`src/rtl/snn_neuron_pkg.sv`:
```
// Shared types and constants for the spiking-neuron array: op codes and membrane saturation limits.
package snn_neuron_pkg;

    typedef enum logic [1:0] {
        OP_ACC   = 2'd0,
        OP_STEP  = 2'd1,
        OP_CLEAR = 2'd2,
        OP_NOP   = 2'd3
    } op_code_e;

    function automatic longint mem_sat_max(input int width);
        return (longint'(1) <<< (width - 1)) - longint'(1);
    endfunction

    function automatic longint mem_sat_min(input int width);
        return -(longint'(1) <<< (width - 1));
    endfunction

endpackage

```
`src/rtl/lif_neuron_alu.sv`:
```
// Combinational neuron datapath: saturating accumulate, threshold compare, leak and ReLU.
// Leak is applied only when LIF_NEURON_LEAK_EN is defined; otherwise the neuron is pure integrate-and-fire.
module lif_neuron_alu
    import snn_neuron_pkg::*;
#(
    parameter int MEM_WIDTH    = 12,
    parameter int WEIGHT_WIDTH = 8,
    parameter int LEAK_SHIFT   = 3
) (
    input  logic signed [MEM_WIDTH-1:0]    mem,
    input  logic signed [WEIGHT_WIDTH-1:0] weight,
    input  logic signed [MEM_WIDTH-1:0]    thr,
    output logic signed [MEM_WIDTH-1:0]    acc_mem,
    output logic                           fire,
    output logic signed [MEM_WIDTH-1:0]    decay_mem
);

    localparam logic signed [MEM_WIDTH:0] SAT_MAX = (MEM_WIDTH + 1)'(mem_sat_max(MEM_WIDTH));
    localparam logic signed [MEM_WIDTH:0] SAT_MIN = (MEM_WIDTH + 1)'(mem_sat_min(MEM_WIDTH));

    logic signed [MEM_WIDTH:0]   sum;
    logic signed [MEM_WIDTH-1:0] leaked;

    // One extra bit of headroom lets the overflow be detected before clamping.
    assign sum = {mem[MEM_WIDTH-1], mem}
               + {{(MEM_WIDTH - WEIGHT_WIDTH + 1){weight[WEIGHT_WIDTH-1]}}, weight};

    always_comb begin
        if (sum > SAT_MAX) begin
            acc_mem = SAT_MAX[MEM_WIDTH-1:0];
        end else if (sum < SAT_MIN) begin
            acc_mem = SAT_MIN[MEM_WIDTH-1:0];
        end else begin
            acc_mem = sum[MEM_WIDTH-1:0];
        end
    end

    assign fire = (mem >= thr);

`ifdef LIF_NEURON_LEAK_EN
    assign leaked = mem - (mem >>> LEAK_SHIFT);
`else
    assign leaked = mem;
`endif

    assign decay_mem = leaked[MEM_WIDTH-1] ? '0 : leaked;

endmodule

```
`src/rtl/lif_neuron_array.sv`:
```
// Array of N_NEUR leaky integrate-and-fire neurons with a 2-stage read/compute pipeline and forwarding.
// Optional leak on non-firing STEP is enabled by defining LIF_NEURON_LEAK_EN.
module lif_neuron_array
    import snn_neuron_pkg::*;
#(
    parameter int N_NEUR       = 16,
    parameter int MEM_WIDTH    = 12,
    parameter int WEIGHT_WIDTH = 8,
    parameter int TIME_STEP    = 8,
    parameter int LEAK_SHIFT   = 3
) (
    input  logic                          CLK,
    input  logic                          RST,
    input  logic                          op_valid,
    output logic                          op_ready,
    input  logic [1:0]                    op_code,
    input  logic [$clog2(N_NEUR)-1:0]     op_addr,
    input  logic signed [WEIGHT_WIDTH-1:0] op_weight,
    input  logic [$clog2(TIME_STEP)-1:0]  op_tstep,
    input  logic signed [MEM_WIDTH-1:0]   param_thr,
    output logic                          spike_valid,
    output logic [$clog2(N_NEUR)-1:0]     spike_addr,
    output logic [$clog2(TIME_STEP)-1:0]  spike_tstep,
    input  logic [$clog2(N_NEUR)-1:0]     rd_addr,
    output logic [TIME_STEP-1:0]          rd_bitmap,
    output logic signed [MEM_WIDTH-1:0]   rd_mem
);

    localparam int AW = $clog2(N_NEUR);
    localparam int TW = $clog2(TIME_STEP);

    typedef struct packed {
        op_code_e                      code;
        logic [AW-1:0]                 addr;
        logic signed [WEIGHT_WIDTH-1:0] weight;
        logic [TW-1:0]                 tstep;
    } op_t;

    logic signed [MEM_WIDTH-1:0] mem_q [N_NEUR];
    logic [TIME_STEP-1:0]        bmp_q [N_NEUR];

    logic                        ready_q;
    logic                        accept;
    logic                        s1_valid, s2_valid;
    op_t                         s1_op, s2_op;
    logic signed [MEM_WIDTH-1:0] s2_mem;
    logic [TIME_STEP-1:0]        s2_bmp;

    logic signed [MEM_WIDTH-1:0] acc_mem, decay_mem;
    logic                        fire;
    logic                        wb_en;
    logic signed [MEM_WIDTH-1:0] wb_mem;
    logic [TIME_STEP-1:0]        wb_bmp;
    logic                        spike_fire;
    logic                        fwd;

    assign op_ready = ready_q;
    assign accept   = op_valid && ready_q;

    lif_neuron_alu #(
        .MEM_WIDTH   (MEM_WIDTH),
        .WEIGHT_WIDTH(WEIGHT_WIDTH),
        .LEAK_SHIFT  (LEAK_SHIFT)
    ) u_alu (
        .mem      (s2_mem),
        .weight   (s2_op.weight),
        .thr      (param_thr),
        .acc_mem  (acc_mem),
        .fire     (fire),
        .decay_mem(decay_mem)
    );

    // NOTE: every output of this block gets a default first, so no path leaves one unassigned and no latch is inferred.
    always_comb begin
        wb_en      = 1'b0;
        wb_mem     = s2_mem;
        wb_bmp     = s2_bmp;
        spike_fire = 1'b0;
        if (s2_valid) begin
            case (s2_op.code)
                OP_ACC: begin
                    wb_en  = 1'b1;
                    wb_mem = acc_mem;
                end
                OP_STEP: begin
                    wb_en = 1'b1;
                    if (fire) begin
                        spike_fire = 1'b1;
                        wb_mem     = '0;
                        if (int'(s2_op.tstep) < TIME_STEP) begin
                            wb_bmp[s2_op.tstep] = 1'b1;
                        end
                    end else begin
                        wb_mem = decay_mem;
                    end
                end
                OP_CLEAR: begin
                    wb_en  = 1'b1;
                    wb_mem = '0;
                    wb_bmp = '0;
                end
                default: ;
            endcase
        end
    end

    // The op reading in stage 1 sees the array before this cycle's write-back lands, so take it from stage 2.
    assign fwd = s2_valid && wb_en && (s2_op.addr == s1_op.addr);

    // NOTE: state registers use non-blocking assignments so every flop samples pre-edge values, independent of statement order.
    always_ff @(posedge CLK) begin
        if (RST) begin
            ready_q     <= 1'b0;
            s1_valid    <= 1'b0;
            s2_valid    <= 1'b0;
            spike_valid <= 1'b0;
            spike_addr  <= '0;
            spike_tstep <= '0;
            rd_mem      <= '0;
            rd_bitmap   <= '0;
            // NOTE: the neuron state is a flop array rather than a RAM macro, so clearing every entry in the reset cycle is legitimate.
            for (int i = 0; i < N_NEUR; i++) begin
                mem_q[i] <= '0;
                bmp_q[i] <= '0;
            end
        end else begin
            ready_q     <= 1'b1;
            s1_valid    <= accept;
            s2_valid    <= s1_valid;
            spike_valid <= spike_fire;
            if (spike_fire) begin
                spike_addr  <= s2_op.addr;
                spike_tstep <= s2_op.tstep;
            end
            if (wb_en) begin
                mem_q[s2_op.addr] <= wb_mem;
                bmp_q[s2_op.addr] <= wb_bmp;
            end
            rd_mem    <= mem_q[rd_addr];
            rd_bitmap <= bmp_q[rd_addr];
        end
    end

    // Pipeline payload needs no reset: it is qualified everywhere by the valid bits.
    always_ff @(posedge CLK) begin
        if (accept) begin
            s1_op.code   <= op_code_e'(op_code);
            s1_op.addr   <= op_addr;
            s1_op.weight <= op_weight;
            s1_op.tstep  <= op_tstep;
        end
        s2_op  <= s1_op;
        s2_mem <= fwd ? wb_mem : mem_q[s1_op.addr];
        s2_bmp <= fwd ? wb_bmp : bmp_q[s1_op.addr];
    end

endmodule

```
`config.mk`:
```
export PLATFORM = sky130hd
export DESIGN_NAME = lif_neuron_array
export DESIGN_NICKNAME = d
export VERILOG_FILES = /design/src/rtl/snn_neuron_pkg.sv /design/src/rtl/lif_neuron_alu.sv /design/src/rtl/lif_neuron_array.sv
export SDC_FILE = /design/constraint.sdc
export NUM_CORES = 1
export LEC_CHECK = 0
export BUFFER_PORTS_ARGS = -buffer_cell sky130_fd_sc_hd__buf_2
export CAP_MARGIN = 40
export CORE_ASPECT_RATIO = 1.4
export CORE_UTILIZATION = 40
export DETAILED_ROUTE_END_ITERATION = 16
export GPL_TIMING_DRIVEN = 0
export PLACE_DENSITY = 0.57
export SLEW_MARGIN = 20
export SYNTH_ARGS = -nofsm -noshare
export SYNTH_HDL_FRONTEND = slang
export SYNTH_SLANG_ARGS = --single-unit
```
`constraint.sdc`:
```
create_clock -name CLK -period 3.5 [get_ports CLK]
set_clock_uncertainty 0.15 [all_clocks]
set_input_delay 0.35 -clock CLK [delete_from_list [all_inputs] [get_ports CLK]]
set_output_delay 0.35 -clock CLK [all_outputs]
set_load 0.01 [all_outputs]
```
=== Yosys cells after proc, flatten, opt, wreduce, memory -nomap -nowiden ===
Memories as Yosys holds them, arrays and structs flattened. A register that Yosys moved wholly into a read port is not among the register bits.
Cells that the tools add are included.

* Order comparisons: 5
* Eq/ne operators: 3
* Reduce and logical (&&, ||, !) cells: 8
* Add/sub/neg operators: 1
* Muxes and demuxes: 32
* Bitwise gates (word level): 1

{| class="wikitable"
|+ Operator list
! kind !! count
|-
| $mux 12 || 6
|-
| $pmux 12 s3 || 1
|-
| $mux 8 || 4
|-
| $mux 4 || 4
|-
| $pmux 8 s2 || 1
|-
| $mux 1 || 14
|-
| $add 12x8->13 || 1
|-
| $gt 13x12->1 const B || 1
|-
| $lt 13x12->1 const B || 1
|-
| $ge 12x12->1 || 1
|-
| $reduce_or 12->1 || 1
|-
| $mux 11 || 1
|-
| $or 8x8->8 || 1
|-
| $reduce_or 8->1 || 1
|-
| $eq 4x4->1 || 1
|-
| $logic_and 1x1->1 || 4
|-
| $lt 3x4->1 const B || 1
|-
| $demux 1 s3 || 1
|-
| $ge 3x1->1 const B || 1
|-
| $reduce_or 3->1 || 1
|-
| $eq 2x1->1 const B || 1
|-
| $eq 2x2->1 const B || 1
|-
| $logic_not 2->1 || 1
|}

* Input port bits: 36
* Memory bits (writable): 320
* Memories kept: 2
* Register bits after elaboration: 65
* Output and inout port bits: 29
* Word-level logic and storage cells: 68

{| class="wikitable"
|+ Memories
! name !! depth !! bits a word !! rd ports !! clocked after memory_dff !! wr ports !! RTL line !! RTL
|-
| mem_q || 16 || 12 || 2 || 2 || 16 || lif_neuron_array.sv:39 || <nowiki>logic signed [MEM_WIDTH-1:0] mem_q [N_NEUR];</nowiki>
|-
| bmp_q || 16 || 8 || 2 || 2 || 16 || lif_neuron_array.sv:40 || <nowiki>logic [TIME_STEP-1:0] bmp_q [N_NEUR];</nowiki>
|}

=== Longest topological paths before layout ===
Gate-level depths: netlist of run 1.

* Depth in word-level cells: 9
* Gate-level depth with buffers: 12
* Mapped depth without buffers: 10

=== Cells and area by module ===
A second synthesis of run 1 with hierarchy kept.

* Cells, all modules: 1,402
* Area, all modules: 20,134.3 µm²

{| class="wikitable"
|+ Modules (own cells, without submodules)
! module !! area an instance (µm²) !! sequential area each (µm²) !! cells an instance !! instances
|-
| lif_neuron_array || 18,903.1 || 11,561.1 || 1,233 || 1
|-
| lif_neuron_alu || 1,231.2 || 0.0 || 169 || 1
|}

=== Worst setup path after synthesis of run 1 ===
OpenSTA, ideal clock, no wires.

* Path kind: flip-flop to flip-flop
* From: reg s2_mem[0]
* To: mem mem_q[11][11] (data pin)
* Stages on the path, launching flop included: 12
* Buffers on the path: 1
* Path slack: 0.329 ns
* Library setup time: 0.257 ns
* Arrival: 2.765 ns
* Required time: 3.093 ns
* Clock period less this slack: 3.171 ns
* Cells stage by stage: dfxtp_1 -> ha_1 -> inv_1 -> fa_1 -> nand2b_1 -> a21o_1 -> and2_1 -> o311a_1 -> mux2_2 -> a22oi_1 -> buf_2 -> nor2_1

{| class="wikitable"
|+ RTL lines
! item !! RTL line !! RTL
|-
| start, declared || lif_neuron_array.sv:46 || <nowiki>logic signed [MEM_WIDTH-1:0] s2_mem;</nowiki>
|-
| start signal, assigned || lif_neuron_array.sv:153 || <nowiki>s2_mem <= fwd ? wb_mem : mem_q[s1_op.addr];</nowiki>
|-
| end, declared || lif_neuron_array.sv:39 ||
|}

==> results of run 1 <==
## final timing paths
path | to | cells after the start
setup / recovery | bmp_q[3][2]$_SDFFCE_PN0P_ | 8
hold / removal | s1_valid$_SDFF_PP0_ | 3
setup reg to reg | bmp_q[3][2]$_SDFFCE_PN0P_ | 8
hold reg to reg | s2_op[1]$_DFF_P_ | 0
## metal layers
layer  vias to the layer above  part of all wire  GRT usage
met4                         0             0.085      0.197
met1                      6682              0.35      0.278
met2                       480              0.52      0.441
met3                       183             0.044     0.0295
met5                         -                 0          0
li1                       5478                 -          -
## repair_timing
item | 4_1_cts | 5_1_grt
endpoints found under the hold margin | 21 | 0
cloned | 0 | 0
pin swaps | 2 | 4
hold buffers | 17 | 0
setup endpoints to repair | 216 | 387
setup buffers | 11 | 4
gates resized for setup | 17 | 23
## power breakdown
group / switching [mW] / internal [mW] / leakage (nW) / total (mW)
clock network: 1.97 / 2.80 / 0.706 / 4.77
registers: 0.141 / 5.46 / 4.06 / 5.60
logic: 1.06 / 0.757 / 3.71 / 1.82
total: 3.17 / 9.02 / 8.48 / 12.2
## critical path, delay by kind of cell, from the launching register on
| family | cells | cell delay [ps] |
|---|---|---|
| AND/OR/NAND/NOR | 4 | 1500 |
| buffers and inverters | 3 | 890 |
| flip-flops | 1 | 330 |
| adder cells (fa/ha/maj) | 1 | 220 |
## final cells by class
class | instances | share of cell area
sequential | 409 | 0.494
multi-input combinational | 812 | 0.342
clock buffer | 55 | 0.0514
timing repair buffer | 129 | 0.0455
tap | 637 | 0.0340
buffer | 97 | 0.0198
clock inverter | 20 | 0.00999
inverter | 25 | 0.00400
## registers in the layout, indices dropped and copies added, names as in the netlist, named ones only
| register | flops |
|---|---|
| mem_q | 192 |
| s1_op | 17 |
| rd_mem | 12 |
| rd_bitmap | 8 |
| spike_valid | 1 |
| bmp_q | 128 |
| s2_valid | 1 |
| s2_bmp | 8 |
| s2_mem | 12 |
| s1_valid | 1 |
| spike_addr | 4 |
| op_ready | 1 |
| spike_tstep | 3 |
| s2_op | 17 |
## per-stage QoR
step | total power [mW] | setup WS [ps]
finish | 12.2 | 112
global route | 12.5 | -12.0
CTS | 12.2 | -28.1
detailed placement | 7.42 | -602
global placement | 7.33 | -1020
floorplan | 6.74 | 329
## cell usage after synthesis, types with 3 or more instances
master,n
a211oi_1,3
a21o_1,6
a21oi_1,17
a221oi_4,8
a22oi_1,5
and2_1,24
buf_1,16
buf_2,8
buf_6,10
clkbuf_1,63
dfxtp_1,72
edfxtp_1,337
ha_1,27
inv_1,24
mux2_2,7
mux2i_1,11
mux4_2,198
nand2_1,55
nand2b_1,8
nand3_1,19
nand4_1,6
nor2_1,340
nor2b_1,4
nor3_1,4
o211ai_1,4
o21ai_0,24
xnor2_1,10
xor2_1,3
## kinds of logic after synthesis
| kind of cell | share of synthesized area |
|---|---|
| and+or+nand+nor | 0.0976 |
| DFF | 0.581 |
| muxes | 0.233 |
| buffers and inverters | 0.0277 |
| AOI/OAI and AO/OA | 0.0368 |
| adders and majority gates | 0.0180 |
| xor gates and xnor gates | 0.00572 |
==> flow_metrics.tcl, run 1 <==
set metrics [dict create \
    synth_cell_type_count 55 \
    hpwl_um 45100 \
    portBuffers 60 \
    cts.reportedPaths.clkPinSlew_ps 60 \
    cts_buffers 42 \
    slew_violations 0 \
    num_rows 96 \
    cp_slowest_cell "nand2_1" \
    drive_above_1_share 0.293 \
    synth_top_area_cell "edfxtp_1" \
    wl_um 62400 \
    yosysSeqAreaShare 0.581 \
    grt_overflow 0 \
    grt_max_degree 21 \
    ys_async_sr_fraction 0 \
    avgRoutedWirePerCell_um 28.6 \
    synth_warnings 0 \
    synth_area_per_cell_um2 14.8 \
    cts_tree "yes" \
    vias 12800 \
    min_period_ps 3390 \
    worst_pin_slew_ps 861 \
    crit_path_start_kind "register" \
    cts.sinks 409 \
    syn2layout_area_growth_pct 17.7 \
    ys_ff_latch 409 \
    clk_latency_ps 560 \
    fin_util 0.477 \
    rrSetupSlack_ps 110 \
    core-area_mm2 0.0491 \
    cts_buffer_depth 3 \
    p_leak_nw 8.48 \
    root_buffer "clkbuf_16" \
    firstDrtPassIters 7 \
    crit_chain "ha_1 > nand2b_1 > nor4_2 > buf_4 > nand3_1 > clkbuf_1 > nand2_1 > buf_8" \
    routed_via_density 5.87 \
    initialDrtViolationCount 1170 \
    p_per_area_mw_per_mm2 520 \
    syn_area_mm2 0.0199 \
    dp.cells 2072 \
    tns_ps 0 \
    worstSetupPathType "register to register" \
    hold_start "op_valid" \
    htreeDepth 2 \
    r2r-start "s2_op[15]$_DFF_P_" \
    dieWidth_um 191 \
    required_ps 3620 \
    antenna_found_initial 0 \
    mostFrequentLayoutCells "338 x nor2_1, 337 x edfxtp_1, 198 x mux4_2" \
    grt_usage 0.253 \
    startpoint "s2_op[15]$_DFF_P_" \
    period_share 0.968 \
    grt_pass1_vias 13400 \
    yosys.area.top_type_share 0.508 \
    synth-main-ff-cell "edfxtp_1" \
    routabilityCongestion 0.899 \
    multiInputGateArea_mm2 0.00801 \
    dpl_cell_area_mm2 0.0214 \
    postRouteAntennaNets 0 \
    layout_commonest_cell "nor2_1" \
    hold_violations 0 \
    fin_area_mm2 0.0234 \
    drc 0 \
    max_stage_delay_ps 740 \
    syn_inst 1344 \
    fillers 4234 \
    fp.dieH_um 266 \
    fmax_mhz 295 \
    cp_data_arrival_time_ps 3500 \
    worst_hold_slack_ps 64.4 \
    drv_cap 0 \
    relSlewSlack 0.426 \
    ios 65 \
    hold_path.class "primary input to register" \
    insertedDiodeCount 0 \
    outcome "finished, final reports clean" \
    ir_drop_uv 322 \
    worstPathMaxFanout 13 \
    final_cells 2184 \
    setup_viol 0 \
    grt_pass1_wl_um 89600 \
    start_util 0.405 \
    worstSetupEndpointType "register" \
    die-area_mm2 0.0507 \
    synth_nets 1408 \
    seqCellArea_mm2 0.0116 \
    final_nets 1580 \
    synth_edf_count 337 \
    synth_area_leaders "edfxtp_1 51%, mux4_2 22%, dfxtp_1 7.2%" \
]
Power figures use the tool's default switching activity.
==> inputs of run 2 (changes only) <==
Clock period 3.5 ns to 3.4 ns, I/O delays scaled along.
==> flow_metrics.tcl, run 2 (synthesized netlist as in run 1, its figures left out) <==
set metrics [dict create \
    outcome "finished, final reports clean" \
    core-area_mm2 0.0491 \
    relSlewSlack 0.410 \
    fp.dieH_um 266 \
    vias 12800 \
    worstPathMaxFanout 10 \
    num_rows 96 \
    worstSetupPathType "register to register" \
    rsz0062_at_grt "true" \
    cp_slowest_cell "or3b_2" \
    ios 65 \
    routed_via_density 5.86 \
    wl_um 62600 \
    grt_overflow 0 \
    htreeDepth 2 \
    hpwl_um 45100 \
    p_leak_nw 8.49 \
    largest_register "mem_q" \
    worstSetupEndpointType "register" \
    r2r-start "s2_mem[11]$_DFF_P_" \
    dp.cells 2072 \
    setup_viol 0 \
    dieWidth_um 191 \
    max_stage_delay_ps 490 \
    cts_buffers 42 \
    largest_register_ffs 192 \
    drv_cap 0 \
    grt_pass1_vias 13500 \
    hold_start "op_valid" \
    clk_latency_ps 560 \
    cts_buffer_depth 3 \
    period_share 0.989 \
    syn2layout_area_growth_pct 18.3 \
    root_buffer "clkbuf_16" \
    r2r_end "bmp_q[1][6]$_SDFFCE_PN0P_" \
    worst_pin_slew_ps 886 \
    hold_violations 0 \
    antenna_found_initial 0 \
    grt_usage 0.253 \
    slew_violations 0 \
    final_nets 1581 \
    holdPathEnd "s1_valid$_SDFF_PP0_" \
    whs_path_depth 3 \
    drc 0 \
    ir_drop_uv 330 \
    cp_data_arrival_time_ps 3500 \
    p_per_area_mw_per_mm2 536 \
    crit_path_start_kind "register" \
    hold_path.class "primary input to register" \
    reg2reg_depth 10 \
    avgRoutedWirePerCell_um 28.6 \
    start_util 0.405 \
    fillers 4230 \
    crit_chain "ha_1 > or3b_2 > a211oi_1 > o311a_1 > nor2_2 > and2_1 > clkbuf_1 > a21oi_2 > clkbuf_2 > nor2_1" \
    drive_above_1_share 0.305 \
    routabilityCongestion 0.899 \
    firstDrtPassIters 5 \
    cts_tree "yes" \
    die-area_mm2 0.0507 \
    grt_max_degree 21 \
    rrSetupSlack_ps 40 \
    portBuffers 60 \
    largestRegisters "mem_q: 192 flops, bmp_q: 128 flops" \
    required_ps 3540 \
    power.total_mw 12.6 \
    cts.sinks 409 \
    cts.reportedPaths.clkPinSlew_ps 60 \
    initialDrtViolationCount 1154 \
    mostFrequentLayoutCells "337 x nor2_1, 337 x edfxtp_1, 198 x mux4_2" \
    postRouteAntennaNets 0 \
    fmax_mhz 297 \
    grt_pass1_wl_um 90000 \
    min_period_ps 3360 \
    final_cells 2187 \
]
[run 2: cell types whose count changed in the layout (fill, tap and decap cells not counted), sizes merged]
cell / previous run / this run
clkbuf: 117 / 118
diode: 0 / 2
[run 2: layer usage]
metal	global-route usage	wire length, um	vias to the layer above
met5	0	0	-
met4	0.191	5400	0
met3	0.0286	2750	185
met2	0.444	32800	482
met1	0.279	21700	6662
li1	-	-	5490
[run 2: area by class of cell]
| cell class | instances | area (um2) | share of cell area |
|---|---|---|---|
| Timing Repair Buffer | 131 | 1110 | 0.0471 |
| Tap cell | 637 | 797 | 0.0339 |
| Sequential cell | 409 | 11600 | 0.492 |
| Clock inverter | 20 | 234 | 0.00994 |
| Clock buffer | 55 | 1200 | 0.0511 |
| Inverter | 25 | 93.8 | 0.00399 |
| Buffer | 96 | 464 | 0.0197 |
| Antenna cell | 2 | 5.00 | 0.000213 |
| Multi-Input combinational cell | 812 | 8060 | 0.343 |
[run 2: timing repair]
action	CTS	global route
endpoints found under the hold margin	21	0
setup endpoints to repair	351	406
hold buffers	17	0
setup buffers	6	10
pin swaps	5	10
cloned	1	1
gates resized for setup	31	33
[run 2: worst max-delay path by stage]
stage / from / endpoint / slack, ps / depth (start not counted)
2_1_floorplan: s2_mem[0]$_DFF_P_ / mem_q[11][11]$_SDFFCE_PN0P_ / 230 / 11
3_3_place_gp: s2_op[15]$_DFF_P_ / bmp_q[2][1]$_SDFFCE_PN0P_ / -1120 / 6
3_5_place_dp: s2_mem[0]$_DFF_P_ / mem_q[9][11]$_SDFFCE_PN0P_ / -700 / 11
4_1_cts: s2_mem[11]$_DFF_P_ / bmp_q[1][5]$_SDFFCE_PN0P_ / -9 / 10
5_1_grt: s2_mem[11]$_DFF_P_ / bmp_q[15][5]$_SDFFCE_PN0P_ / -140 / 10
6_report: s2_mem[11]$_DFF_P_ / bmp_q[1][6]$_SDFFCE_PN0P_ / 40 / 10
[run 2: per-stage QoR]
| stage | utilization | setup TNS, ps | hold WS, ps | area, um2 | worst slack (ps) |
|---|---|---|---|---|---|
| after floorplan | - | 0 | 173 | 19900 | 229 |
| after global placement | 0.428 | -194720 | 176 | 21000 | -1120 |
| after detailed placement | 0.436 | -45670 | 178 | 21400 | -702 |
| after CTS | 0.473 | -13.8 | 47.9 | 23200 | -9.08 |
| after global routing | 0.479 | -2370 | 88.0 | 23500 | -140 |
| final | 0.479 | 0 | 51.9 | 23500 | 36.2 |
[run 2: power breakdown]
group	switching (mW)	leakage, nW	total (mW)	internal [mW]
registers	0.145	4.06	5.77	5.62
logic	1.11	3.72	1.94	0.825
clock network	2.03	0.706	4.90	2.88
total	3.28	8.49	12.6	9.33
[run 2: critical path, delay by kind of cell, from the launching register on]
family | cells | cell delay (ps)
flip-flops | 1 | 360
AO/OA/AOI/OAI | 3 | 920
AND/OR/NAND/NOR | 4 | 840
adder cells (fa/ha/maj) | 1 | 300
buffers and inverters | 2 | 540
==> inputs of run 3 (changes only) <==
Settings changed: BUFFER_PORTS_ARGS -buffer_cell sky130_fd_sc_hd__buf_2 to -buffer_cell sky130_fd_sc_hd__buf_4.
==> flow_metrics.tcl, run 3 (synthesized netlist as in run 1, its figures left out) <==
set metrics [dict create \
    portBuffers 60 \
    power.total_mw 13.0 \
    largestRegisters "mem_q: 192 flops, bmp_q: 128 flops" \
    worst_pin_slew_ps 871 \
    crit_chain "ha_1 > o211ai_1 > o211a_1 > o32a_1 > nor4_4 > nor3_4 > buf_6 > a221oi_4 > buf_12 > clkbuf_4 > nor2_1" \
    cts_tree "yes" \
    relSlewSlack 0.419 \
    routabilityCongestion 0.890 \
    root_buffer "clkbuf_16" \
    dieWidth_um 191 \
    required_ps 3540 \
    insertedDiodeCount 0 \
    outcome "finished, final reports clean" \
    cts_buffer_depth 3 \
    grt_overflow 0 \
    multiInputGateArea_mm2 0.00810 \
    seqPwrFrac 0.445 \
    period_share 0.979 \
    p_per_area_mw_per_mm2 540 \
    grt_max_degree 21 \
    p_int_mw 9.60 \
    r2r_end "mem_q[6][7]$_SDFFCE_PN0P_" \
    initialDrtViolationCount 1272 \
    routed_via_density 5.85 \
    largest_register "mem_q" \
    final_nets 1596 \
    dpl_cell_area_mm2 0.0216 \
    num_rows 96 \
    globalRoute.busiestLayer "met2" \
    cts.sinks 409 \
    seqCellArea_mm2 0.0116 \
    clk_latency_ps 580 \
    postRouteAntennaNets 0 \
    rrSetupSlack_ps 70 \
    worstSetupEndpointType "register" \
    worstPathMaxFanout 10 \
    min_period_ps 3330 \
    holdPathEnd "s1_valid$_SDFF_PP0_" \
    rsz0062_at_grt "true" \
    start_util 0.405 \
    cp_slowest_cell "o32a_1" \
    die-area_mm2 0.0507 \
    slew_violations 0 \
    use_met1 0.274 \
    reg2reg_depth 11 \
    fp.dieH_um 266 \
    grt_usage 0.253 \
    p_sw_frac 0.259 \
    use_met3 0.0256 \
    avgRoutedWirePerCell_um 28.6 \
    drv_cap 0 \
    worst_hold_slack_ps 65.1 \
    r2r-start "s2_mem[4]$_DFF_P_" \
    crit_path_start_kind "register" \
    mostFrequentLayoutCells "337 x nor2_1, 337 x edfxtp_1, 198 x mux4_2" \
    worstSetupPathType "register to register" \
    tns_ps 0 \
    hold_violations 0 \
    setup_viol 0 \
    vias 12900 \
    grt_pass1_vias 13400 \
    grt_pass1_wl_um 89900 \
    cts_buffers 43 \
    max_stage_delay_ps 380 \
    fmax_mhz 301 \
    largest_register_ffs 192 \
    power_frac_clock 0.398 \
    whs_path_depth 3 \
    htreeDepth 2 \
    ir_drop_uv 417 \
    switching_power_mw 3.36 \
    hold_path.class "primary input to register" \
    met2_usage 0.449 \
    drc 0 \
    core-area_mm2 0.0491 \
    cts.reportedPaths.clkPinSlew_ps 60 \
    antenna_found_initial 0 \
    hpwl_um 45000 \
    drive_above_1_share 0.314 \
    hold_start "op_valid" \
    wl_um 63100 \
    p_leak_nw 8.68 \
    pwr-share-comb 0.156 \
    firstDrtPassIters 7 \
    syn2layout_area_growth_pct 20.5 \
    ios 65 \
    fillers 4239 \
    cp_data_arrival_time_ps 3460 \
    fin_area_mm2 0.0240 \
]
==> run 3: changes by cell type in the layout (fill, tap and decap cells not counted), sizes merged <==
| cell | before | now |
|---|---|---|
| clkbuf | 118 | 117 |
| clkinvlp | 2 | 0 |
| bufinv | 5 | 8 |
| clkinv | 12 | 15 |
| diode | 2 | 0 |
| buf | 147 | 162 |
==> run 3: worst max path at each step <==
stage | end | slack [ps] | startpoint
after floorplan | mem_q[11][11]$_SDFFCE_PN0P_ | 230 | s2_mem[0]$_DFF_P_
after global placement | bmp_q[3][0]$_SDFFCE_PN0P_ | -1150 | s2_op[15]$_DFF_P_
after detailed placement | mem_q[7][11]$_SDFFCE_PN0P_ | -730 | s2_mem[0]$_DFF_P_
after CTS | bmp_q[0][1]$_SDFFCE_PN0P_ | 5 | s2_mem[11]$_DFF_P_
after global routing | mem_q[9][7]$_SDFFCE_PN0P_ | -30 | s2_mem[4]$_DFF_P_
final | mem_q[6][7]$_SDFFCE_PN0P_ | 70 | s2_mem[4]$_DFF_P_
==> run 3: timing repair <==
item                                    in CTS  in global routing
gates cloned                                 1                  3
pin swaps                                    5                 15
endpoints found under the setup margin     322                398
hold endpoints to repair                    21                  0
gates resized for setup                     29                 52
hold buffers                                17                  0
buffers inserted                             6                 24
==> run 3: power groups by stage <==
| stage | Combinational, mW | Sequential, mW | Clock [mW] |
|---|---|---|---|
| after detailed placement | 1.79 | 5.87 | 0 |
| after global placement | 1.71 | 5.86 | 0 |
| after floorplan | 1.12 | 5.82 | 0 |
| final | 2.03 | 5.77 | 5.17 |
| after global routing | 2.13 | 5.79 | 5.37 |
| after CTS | 1.86 | 5.77 | 5.22 |
==> run 3: worst max-delay path: cells and delay by family, from the launching register on <==
| kind | cells | cell delay (ps) |
|---|---|---|
| simple gates | 3 | 490 |
| buf+inv | 3 | 570 |
| flops | 1 | 360 |
| compound gates | 4 | 1110 |
| fa+ha+maj | 1 | 360 |
==> run 3: through the flow <==
stage                      util  worst slack [ps]  instances
after floorplan               -               229       1344
after global placement    0.431             -1150       2041
after detailed placement  0.439              -735       2069
after CTS                 0.478              4.56       2172
after global routing      0.488             -32.3       2203
final                     0.488              73.0       2203
==> run 3: metal layers <==
layer  share of wire  routed length (um)  vias up
met2            0.52               33000      496
met1            0.34               21400     6657
met5               0                   0        -
met3           0.043                2700      196
met4           0.095                5960        0
li1                -                   -     5529
==> run 3: final cells by class <==
| type | count | area share |
|---|---|---|
| Multi-Input combinational cell | 812 | 0.338 |
| Clock inverter | 24 | 0.0147 |
| Inverter | 25 | 0.00391 |
| Tap cell | 637 | 0.0332 |
| Clock buffer | 55 | 0.0492 |
| Sequential cell | 409 | 0.482 |
| Timing Repair Buffer | 146 | 0.0589 |
| Buffer | 95 | 0.0201 |
